--- config.mk ---
export PLATFORM = sky130hd
export DESIGN_NAME = tcm_loader
export DESIGN_NICKNAME = d
export VERILOG_FILES = /design/src/rtl/tcm_loader.sv
export SDC_FILE = /design/constraint.sdc
export NUM_CORES = 1
export LEC_CHECK = 0
export ABC_AREA = 1
export BUFFER_PORTS_ARGS = -buffer_cell sky130_fd_sc_hd__buf_2
export CAP_MARGIN = 20
export CELL_PAD_IN_SITES_DETAIL_PLACEMENT = 0
export CELL_PAD_IN_SITES_GLOBAL_PLACEMENT = 1
export CORE_MARGIN = 10
export CORE_UTILIZATION = 47
export CTS_CLUSTER_DIAMETER = 50
export DETAILED_ROUTE_END_ITERATION = 6
export GPL_ROUTABILITY_DRIVEN = 0
export HOLD_SLACK_MARGIN = 0.03
export PLACE_DENSITY = 0.84
export SYNTH_ARGS = -nofsm -noshare
export SYNTH_HDL_FRONTEND = slang
export SYNTH_SLANG_ARGS = --single-unit
--- constraint.sdc ---
create_clock -name clk -period 7.6 [get_ports clk]
set_clock_uncertainty 0.05 [all_clocks]
set_input_delay 1.52 -clock clk [delete_from_list [all_inputs] [get_ports clk]]
set_output_delay 1.52 -clock clk [all_outputs]
set_load 0.03 [all_outputs]
--- src/rtl/tcm_loader.sv ---
// tcm_loader: byte-stream program loader for the core's ITCM/DTCM load ports.
// Parses CMD/ADDR/LEN/payload/CSUM frames from a valid/ready byte source,
// issues one registered byte write per payload byte, checks an additive
// 8-bit checksum and can pulse the core start input.
//
// state | meaning
// IDLE  | waiting for a command byte
// ADDR0 | expecting address low byte
// ADDR1 | expecting address high byte
// LEN0  | expecting length low byte
// LEN1  | expecting length high byte
// DATA  | receiving payload bytes, one write per accepted byte
// CSUM  | expecting checksum byte
// START | one-cycle start pulse, input stalled
module tcm_loader #(
  parameter int IAW = 12,
  parameter int DAW = 12
) (
  input  logic           clk,
  input  logic           rst_,
  input  logic           in_valid,
  input  logic [7:0]     in_data,
  output logic           in_ready,
  output logic           itcm_en,
  output logic [IAW-1:0] itcm_addr,
  output logic [7:0]     itcm_data,
  output logic           dtcm_en,
  output logic [DAW-1:0] dtcm_addr,
  output logic [7:0]     dtcm_data,
  output logic           start,
  output logic           busy,
  output logic           err
);

  localparam int AW = (IAW > DAW) ? IAW : DAW;

  localparam logic [7:0] CMD_ITCM  = 8'hA1;
  localparam logic [7:0] CMD_DTCM  = 8'hA2;
  localparam logic [7:0] CMD_START = 8'hA5;

  typedef enum logic [2:0] {
    S_IDLE, S_ADDR0, S_ADDR1, S_LEN0, S_LEN1, S_DATA, S_CSUM, S_START
  } state_t;

  state_t        state, state_nxt;
  logic          armed;
  logic          xfer;
  logic          tgt_dtcm;
  logic [7:0]    addr_lo;
  logic [7:0]    len_lo;
  logic [7:0]    sum;
  logic [AW-1:0] addr;
  logic [15:0]   count;

  // armed keeps in_ready low for the first cycle after reset release
  assign in_ready = armed && (state != S_START);
  assign xfer     = in_valid && in_ready;
  assign busy     = (state != S_IDLE);
  assign start    = (state == S_START);

  // state register
  always_ff @(posedge clk or posedge rst_) begin
    if (rst_) state <= S_IDLE;
    else      state <= state_nxt;
  end

  // next-state decode; only advances on an accepted byte except in START
  always_comb begin
    state_nxt = state;
    unique case (state)
      S_IDLE: begin
        if (xfer) begin
          if (in_data == CMD_ITCM || in_data == CMD_DTCM) state_nxt = S_ADDR0;
          else if (in_data == CMD_START)                  state_nxt = S_START;
        end
      end
      S_ADDR0: if (xfer) state_nxt = S_ADDR1;
      S_ADDR1: if (xfer) state_nxt = S_LEN0;
      S_LEN0:  if (xfer) state_nxt = S_LEN1;
      S_LEN1: begin
        if (xfer) state_nxt = ({in_data, len_lo} == 16'd0) ? S_CSUM : S_DATA;
      end
      S_DATA:  if (xfer && count == 16'd1) state_nxt = S_CSUM;
      S_CSUM:  if (xfer) state_nxt = S_IDLE;
      S_START: state_nxt = S_IDLE;
      default: state_nxt = S_IDLE;
    endcase
  end

  // frame datapath, registered write ports and sticky error
  always_ff @(posedge clk or posedge rst_) begin
    if (rst_) begin
      armed     <= 1'b0;
      tgt_dtcm  <= 1'b0;
      addr_lo   <= 8'd0;
      len_lo    <= 8'd0;
      sum       <= 8'd0;
      addr      <= '0;
      count     <= 16'd0;
      err       <= 1'b0;
      itcm_en   <= 1'b0;
      itcm_addr <= '0;
      itcm_data <= 8'd0;
      dtcm_en   <= 1'b0;
      dtcm_addr <= '0;
      dtcm_data <= 8'd0;
    end else begin
      armed   <= 1'b1;
      itcm_en <= 1'b0;
      dtcm_en <= 1'b0;
      if (xfer) begin
        unique case (state)
          S_IDLE: begin
            if (in_data == CMD_ITCM)       tgt_dtcm <= 1'b0;
            else if (in_data == CMD_DTCM)  tgt_dtcm <= 1'b1;
            else if (in_data != CMD_START) err      <= 1'b1;
          end
          S_ADDR0: addr_lo <= in_data;
          // upper address bits beyond the target width are dropped here
          S_ADDR1: addr <= AW'({in_data, addr_lo});
          S_LEN0:  len_lo <= in_data;
          S_LEN1: begin
            count <= {in_data, len_lo};
            sum   <= 8'd0;
          end
          S_DATA: begin
            sum   <= sum + in_data;
            count <= count - 16'd1;
            addr  <= addr + AW'(1);
            if (tgt_dtcm) begin
              dtcm_en   <= 1'b1;
              dtcm_addr <= addr[DAW-1:0];
              dtcm_data <= in_data;
            end else begin
              itcm_en   <= 1'b1;
              itcm_addr <= addr[IAW-1:0];
              itcm_data <= in_data;
            end
          end
          S_CSUM: if (in_data != sum) err <= 1'b1;
          default: ;
        endcase
      end
    end
  end

endmodule

-- After elaboration in Yosys (flattened, before gate mapping)
Cells that the tools add are included.
- register bits: 100
- output and inout port bits: 46
- logic and storage cells: 92
- input port bits: 11
- mux-type cells: 27
- bitwise logic cells: 1
- eq/ne operators: 26
- $add $sub $neg: 3
- reductions and logical operators: 20
- operators with widths (kind ; number):
    16-bit one-hot mux with 2 select lines ; 1
    3-bit 2-to-1 mux ; 9
    8-bit equality test (second input constant) ; 3
    12-bit one-hot mux with 2 select lines ; 1
    3-bit one-hot mux with 8 select lines ; 1
    2-bit inequality test (second input constant) ; 11
    16-bit by 1-bit equality test with 1-bit output (second input constant) ; 1
    16-bit logical NOT ; 1
    8-bit one-hot mux with 2 select lines ; 1
    16-bit by 1-bit subtractor with 16-bit output (second input constant) ; 1
    12-bit by 1-bit adder with 12-bit output (second input constant) ; 1
    3-bit equality test (second input constant) ; 4
    1-bit 2-to-1 mux ; 12
    3-bit AND reduction ; 3
    8-bit adder ; 1
    8-bit inequality test ; 1
    8-bit inequality test (second input constant) ; 1
    2-bit AND reduction ; 4
    8-bit AND reduction ; 1
    2-bit nonzero test ; 4
    3-bit by 2-bit equality test with 1-bit output (second input constant) ; 2
    3-bit inequality test (second input constant) ; 2
    6-bit AND reduction ; 1
    3-bit by 1-bit equality test with 1-bit output (second input constant) ; 1
    other kinds (7) ; 9

-- Logic depth before layout (Yosys ltp)
Gate-level depths: netlist (run 1).
- depth in word-level cells: 6
- gate-level depth with buffers: 10
- mapped depth without buffers: 10

-- Worst setup path after synthesis (run 1)
OpenSTA, ideal clock, no wires.
- path type: input to register
- start point: input port in_data[0]
- end point: register sum[6]
- library setup time: 0.126 ns
- buffers on the path: 0
- stages: 9
- data required time: 7.424 ns
- data arrival time: 2.499 ns
- setup slack: 4.925 ns
- cell sequence: ha_1 > inv_1 > fa_1 > inv_1 > nand4_1 > nand3_1 > nand2_1 > nand2_1 > o21ai_0
- cells in the longest elaborated chain, start to end: 2
- RTL lines (item ; line ; source):
    from (decl) ; 22 ; input logic [7:0] in_data,
    8-bit adder ; 127 ; sum <= sum + in_data;
    8-bit one-hot mux with 2 select lines ; 112 ; unique case (state)
    to (signal assigned) ; 127 ;
    to (decl) ; 51 ; logic [7:0] sum;
No other way between the ends.
A chain may end at the register's enable or synchronous reset.

-- Worst setup path in the final report (run 1)
- start point: register state[1]
- end point: output port busy
- cells in the longest elaborated chain, start to end: 1
- RTL lines (item ; line ; source):
    from (decl) ; 45 ; state_t state, state_nxt;
    from (signal assigned) ; 64 ; else state <= state_nxt;
    3-bit nonzero test ; 58 ; assign busy = (state != S_IDLE);
    to (decl) ; 31 ; output logic busy,
No other way between the ends.

==> impl_metrics.py, run 1 <==
metrics = {
    "sta": {
        "fmax_ghz": 0.299,
        "finalSetupViolations": 0,
        "min_period_ps": 3350,
        "hold_viol": 0,
        "slew_headroom_pct": 40.1,
        "worst_pin_slew_ps": 893,
        "rsz0062_at_grt": "no",
        "tns_ps": 0,
        "slew_viol_final": 0,
        "fin_crit_sh_pct": 44.0,
    },
    "place": {
        "placed_area_um2": 5500,
        "place_hpwl_um": 9650,
        "port_buffers": 56,
    },
    "synthesis": {
        "synth_seq_area_share_pct": 48.6,
        "synthXorXnorAreaFrac_pct": 0.681,
        "synthCells": 665,
        "synth-simple-area-share_pct": 27.0,
        "yosys_warnings": 0,
        "synth_area_um2": 5140,
        "synth_compound_area_share_pct": 13.7,
        "ys_seq_elements": 100,
        "muxShareOfSynthArea_pct": 0,
        "synthesis.nets": 687,
        "ys_types": 38,
        "synth.avg_cell_area_um2": 7.74,
        "synth_fa_ha_area_share_pct": 2.82,
        "synth_top_family_by_area": "simple AND/OR/NAND/NOR gates",
    },
    "drt": {
        "vias": 4429,
        "wire_per_inst_um": 15.4,
        "ant_nets": 0,
        "drtPass1Iterations": 5,
        "wirelength_um": 13200,
        "drc_errors": 0,
        "first_iter_violations": 306,
        "vias_per_cell": 5.17,
    },
    "worst_setup_path": {
        "path_cells": "inv_2 > nand2_1 > nor2_1 > inv_1 > buf_2",
        "crit_arrival_ps": 1780,
        "critical_path.slowest_cell": "dfrtp_1",
        "critPathMaxStageDelay_ps": 500,
        "r2r-start": "state[1]",
        "worstSetupPathType": "flop to output pin",
        "startpoint_type": "flop",
        "r2r_cells": 6,
        "r2r_slack_ps": 5410,
        "worst-endpoint-required_ps": 6030,
        "critPathCaptureType": "output pin",
        "reg2reg_to": "itcm_addr[1]",
        "path_max_fanout": 7,
    },
    "cells_and_area": {
        "nets": 734,
        "fin_area_um2": 5690,
        "fill_cells": 1075,
        "area_growth_pct": 10.6,
        "n_antenna_cell": 0,
        "final_core_util_pct": 52.7,
        "drive_above_1_share_pct": 12.6,
    },
    "run": {
        "max_cap_violations": 0,
    },
    "global_route": {
        "grtUsageTotal_pct": 17.3,
        "grt_pass1_vias": 4295,
        "grt_use_met1_pct": 22.8,
        "grt-busiest-layer": "met2",
        "grt_pass1_wl_um": 22100,
        "use_met2_pct": 27.4,
        "antenna_found_initial": 0,
        "grt_remaining_overflow": 0,
        "grt_max_degree": 66,
        "grtUsageMet3_pct": 2.89,
    },
    "power_and_ir_drop": {
        "power_mw": 2.18,
        "vdd_ir_drop_max_mv": 0.155,
        "power_density_nw_per_um2": 384,
        "leakagePower_nw": 2.94,
    },
    "clocking": {
        "cts_tree": "yes",
        "cts_resized": 0,
        "clk_latency_ps": 390,
        "cts_setup_buffers": 0,
        "htreeDepth": 3,
        "cts_buffers": 9,
        "postCtsHoldBufs": 0,
        "cts.sinks": 100,
        "clk_path_buf_depth": 2,
        "path_clk_slew_ps": 100,
        "cts_root_buf": "clkbuf_8",
    },
    "min_path": {
        "hold_end": "itcm_addr[2]",
        "min_from": "itcm_addr[2]",
        "whs_path_depth": 2,
        "hold_path.class": "flop to flop",
    },
    "floorplan": {
        "die-area_um2": 15500,
        "ios": 57,
        "die_w_um": 125,
        "rows": 38,
        "core_area_um2": 10800,
        "die_h_um": 125,
        "start_util_pct": 47.7,
    },
    "status": {
        "status": "finished, final reports clean",
    },
}
-- per-layer routing --
layer,vias to the layer above,routed length [µm]
met5,-,0
met4,0,234
met3,16,378
met2,61,6250
met1,2107,6370
li1,2245,-
-- cell families (layout without fill, tap and decap cells) --
family,count (synthesis),count (layout)
adders and majority gates,11,11
xor gates and xnor gates,4,4
and+or+nand+nor,327,327
AOI/OAI and AO/OA,135,135
buffers and inverters,87,139
DFF,100,100
other,1,1
-- synth_stat cells, drive strengths merged --
cell type | n | area [µm²]
nor2 | 93 | 383
nand3b | 1 | 7.51
inv | 65 | 246
o211ai | 6 | 45.0
fa | 1 | 20.0
a22o | 1 | 8.76
nand4 | 4 | 25.0
dfrtp | 100 | 2500
o21bai | 1 | 7.51
clkbuf | 5 | 18.8
nor3 | 11 | 71.3
a21oi | 48 | 240
buf | 17 | 101
o21ai | 75 | 375
conb | 1 | 3.75
nand2 | 177 | 667
a31oi | 1 | 6.26
ha | 10 | 125
xnor2 | 1 | 8.76
o22ai | 2 | 12.5
nand3 | 40 | 228
xor2 | 3 | 26.3
nor3b | 1 | 7.51
o21a | 1 | 7.51
-- state kept, by name, summed over array words and instances (netlist names), 3 cells and up --
| name | count |
|---|---|
| dtcm_addr | 12 |
| itcm_addr | 12 |
| itcm_data | 8 |
| count | 16 |
| dtcm_data | 8 |
| state | 3 |
| sum | 8 |
| addr | 12 |
| addr_lo | 8 |
| len_lo | 8 |
-- critical path, delay by kind of cell (launching register included) --
family,cells,cell delay [ps]
simple gates,2,390
flops,1,500
buf+inv,3,510
-- how the worst max path moves through the flow --
stage | startpoint | endpoint | cells past startpoint
after global placement | in_data[1] | sum[6] | 9
after CTS | state[1] | busy | 5
after detailed placement | in_data[1] | sum[6] | 9
final | state[1] | busy | 5
after floorplan | rst_ | addr[0] | 1
after global routing | state[1] | busy | 5
-- final cells by class --
cell class,instances,area (µm²),share of cell area (%)
flip-flops and latches,100,2500,44.0
multi-input cells,478,2280,40.0
repair buffers,58,295,5.19
inverters,65,249,4.38
well taps,140,175,3.08
clock buffers,9,124,2.18
clock inverters,7,67.6,1.19
-- power by group --
group          internal [mW]  leakage [nW]  total (mW)  switching (mW)
Sequential             0.728          1.28       0.890           0.161
Combinational          0.296          1.55       0.952           0.656
Clock                  0.128        0.0993       0.341           0.213
-- placed cells by master (no fill, tap or decap), types with 10 or more instances in the layout --
cell type  instances
a21oi_1           48
dfrtp_1          100
ha_1              10
buf_2             56
o21ai_1           10
nor2_1            89
inv_1             60
o21ai_0           65
nand2_1          176
nand3_1           36
-- metrics by stage --
step           hold WS (ps)  instances  setup WS (ps)
6_report                439        857           4250
5_1_grt                 463        857           3990
4_1_cts                 444        857           4230
3_5_place_dp            412        841           4590
3_3_place_gp            394        841           4620
2_1_floorplan           403        665           3410
Note: power is estimated with default switching activity, not from simulation.
==> inputs of run 2 (changes only) <==
==> config.mk (replaced) <==
export PLATFORM = sky130hd
export DESIGN_NAME = tcm_loader
export DESIGN_NICKNAME = d
export VERILOG_FILES = /design/src/rtl/tcm_loader.sv
export SDC_FILE = /design/constraint.sdc
export NUM_CORES = 1
export LEC_CHECK = 0
export ABC_AREA = 0
export BUFFER_PORTS_ARGS = -buffer_cell sky130_fd_sc_hd__buf_2
export CAP_MARGIN = 20
export CELL_PAD_IN_SITES_DETAIL_PLACEMENT = 0
export CELL_PAD_IN_SITES_GLOBAL_PLACEMENT = 1
export CORE_MARGIN = 10
export CORE_UTILIZATION = 46
export CTS_CLUSTER_DIAMETER = 50
export DETAILED_ROUTE_END_ITERATION = 6
export GPL_ROUTABILITY_DRIVEN = 0
export HOLD_SLACK_MARGIN = 0.03
export PLACE_DENSITY = 0.79
export SYNTH_ARGS = -nofsm -noshare
export SYNTH_HDL_FRONTEND = slang
export SYNTH_SLANG_ARGS = --single-unit
==> constraint.sdc (replaced) <==
create_clock -name clk -period 3.3 [get_ports clk]
set_clock_uncertainty 0.05 [all_clocks]
set_input_delay 0.66 -clock clk [delete_from_list [all_inputs] [get_ports clk]]
set_output_delay 0.66 -clock clk [all_outputs]
set_load 0.03 [all_outputs]
==> run 2 against run 1 <==
Power up 130%. Area after synthesis down 3.7%. Worst hold slack worse by 97 ps. Synthesized cell count down 29%. Sequential power up 140%. Worst setup slack worse by 3400 ps. Non-clock buffer count up 7. Die area down 1.3%. Clock power up 120%. Combinational power up 120%.
==> impl_metrics.py, run 2 <==
metrics = {
    "status": {
        "status": "finished, final reports clean",
    },
    "worst_setup_path": {
        "critPathMaxStageDelay_ps": 390,
        "critPathCaptureType": "output pin",
        "crit_arrival_ps": 1710,
        "worst-endpoint-required_ps": 2590,
        "critical_path.slowest_cell": "dfrtp_1",
        "path_buf_inv": 2,
        "worstSetupPathType": "flop to output pin",
        "r2r-start": "state[2]",
        "path_cells": "buf_4 > nor2_1 > nand2_1 > buf_2",
        "startpoint_type": "flop",
        "worstSetupStartpoint": "state[0]",
        "path_max_fanout": 23,
        "crit_family": "simple AND/OR/NAND/NOR gates",
    },
    "run": {
        "max_cap_violations": 0,
    },
    "sta": {
        "hold_viol": 0,
        "rsz0062_at_grt": "no",
        "slew_headroom_pct": 49.9,
        "fmax_ghz": 0.413,
        "slew_viol_final": 0,
        "tns_ps": 0,
        "fin_crit_sh_pct": 73.4,
        "min_period_ps": 2420,
        "worst_pin_slew_ps": 749,
        "finalSetupViolations": 0,
        "timing.hold.ws_ps": 342,
    },
    "global_route": {
        "grt_pass1_vias": 3740,
        "grt_max_degree": 71,
        "antenna_found_initial": 0,
        "grtUsageTotal_pct": 16.2,
        "grt_remaining_overflow": 0,
        "grt_pass1_wl_um": 19900,
    },
    "min_path": {
        "hold_path.class": "input port to asynchronous set/reset pin",
    },
    "floorplan": {
        "die_w_um": 124,
        "core_area_um2": 10400,
        "die_h_um": 124,
        "start_util_pct": 47.6,
        "rows": 37,
        "ios": 57,
        "die-area_um2": 15300,
    },
    "cells_and_area": {
        "final_common_cell": "dfrtp_1",
        "top_register": "count",
        "fin_area_um2": 5520,
        "area_growth_pct": 11.4,
        "mostFrequentLayoutCells": "dfrtp_1, buf_2, mux2_2",
        "n_antenna_cell": 0,
        "drive_above_1_share_pct": 27.8,
        "largest_reg_flops": 16,
        "nets": 543,
    },
    "clocking": {
        "clk_path_buf_depth": 2,
        "cts_buffers": 9,
        "cts_tree": "yes",
        "cts.sinks": 100,
        "cts_setup_buffers": 0,
        "htreeDepth": 3,
        "cts_root_buf": "clkbuf_8",
        "path_clk_slew_ps": 110,
        "postCtsHoldBufs": 0,
        "cts_resized": 0,
        "clk_latency_ps": 370,
    },
    "synthesis": {
        "yosys_warnings": 0,
        "synth_top_area_share_pct": 50.5,
        "ys_top_cells_by_area": "dfrtp_1, mux2_2, a21oi_1",
        "synth_top_family_by_area": "compound AO/OA/AOI/OAI gates",
        "synth.largest_area_cell": "dfrtp_1",
        "synth-simple-area-share_pct": 14.2,
        "synth_area_um2": 4950,
        "synth.most_common_cell": "dfrtp_1",
        "synth-main-ff-cell": "dfrtp_1",
        "ys_seq_elements": 100,
        "synthesis.nets": 497,
        "synthXorXnorAreaFrac_pct": 1.06,
        "synthCells": 475,
        "synth_fa_ha_area_share_pct": 2.93,
        "synthArstFlopShare_pct": 100,
        "synth_edf_count": 0,
        "ys_types": 56,
        "muxShareOfSynthArea_pct": 12.6,
        "synth.avg_cell_area_um2": 10.4,
        "ys_top_cells_by_count": "dfrtp_1, mux2_2, nand2_1",
        "synth_seq_area_share_pct": 50.5,
        "synth_compound_area_share_pct": 14.3,
    },
    "drt": {
        "first_iter_violations": 324,
        "drtPass1Iterations": 5,
        "drc_errors": 0,
        "vias": 3810,
        "ant_nets": 0,
        "vias_per_cell": 5.76,
        "wirelength_um": 12100,
        "wire_per_inst_um": 18.3,
    },
    "place": {
        "place_hpwl_um": 8400,
        "placed_area_um2": 5340,
        "port_buffers": 56,
    },
    "power_and_ir_drop": {
        "leakagePower_nw": 2.58,
        "vdd_ir_drop_max_mv": 0.427,
        "power_density_nw_per_um2": 896,
    },
}
[run 2: changes by cell type after synthesis, sizes merged, moves of 5 or more]
cell	previous run	this run
mux2	0	52
a31oi	1	6
nor2	93	28
nand2	177	42
o21ai	75	36
o22ai	2	13
nand3	40	18
a21oi	48	38
nor3	11	17
inv	65	14
nor4	0	12
o211ai	6	1
clkbuf	5	12
[run 2: power by group]
group          internal, mW  switching [mW]  leakage (nW)
clock network         0.286           0.464        0.0897
logic                 0.802            1.26          1.22
registers              1.69           0.439          1.27
[run 2: cells by family (layout without fill, tap and decap cells)]
group	count (synthesis)	in the layout
muxes	56	56
other	1	1
AOI/OAI and AO/OA	119	119
xor gates and xnor gates	6	6
adders and majority gates	11	11
and+or+nand+nor	138	138
buffers and inverters	44	94
DFF	100	100
[run 2: worst paths after layout]
| path | slack (ps) | to | cells after the start |
|---|---|---|---|
| worst max-delay path | 880 | busy | 4 |
| worst min-delay path | 340 | itcm_en | 2 |
| worst max register to register | 1020 | dtcm_data[7] | 5 |
| worst min register to register | 430 | err | 1 |
| max in group asynchronous | 2070 | sum[4] | 3 |
| min in group clk | 430 | err | 1 |
[run 2: final cells by class]
cell class / instances / area, µm²
well taps: 136 / 170
inverters: 14 / 56.3
multi-input cells: 331 / 2250
fillers: 974 / 4900
repair buffers: 65 / 360
flip-flops and latches: 100 / 2500
clock inverters: 6 / 56.3
clock buffers: 9 / 124
[run 2: routing by layer]
| layer | GRT usage, % | up-vias | routed length (µm) |
|---|---|---|---|
| met5 | 0 | - | 0 |
| met4 | 4.00 | 0 | 150 |
| met3 | 4.30 | 14 | 813 |
| met2 | 23.2 | 116 | 5350 |
| met1 | 23.7 | 1875 | 5780 |
| li1 | - | 1805 | - |
[run 2: stage by stage]
stage / utilization [%] / worst slack, ps / std cells / total power [mW]
floorplan: - / 1040 / 475 / 3.64
global placement: 51.2 / 784 / 646 / 4.16
detailed placement: 51.2 / 702 / 646 / 4.23
CTS: 53.0 / 868 / 661 / 4.98
global route: 53.0 / 748 / 661 / 5.33
finish: 53.0 / 878 / 661 / 4.95
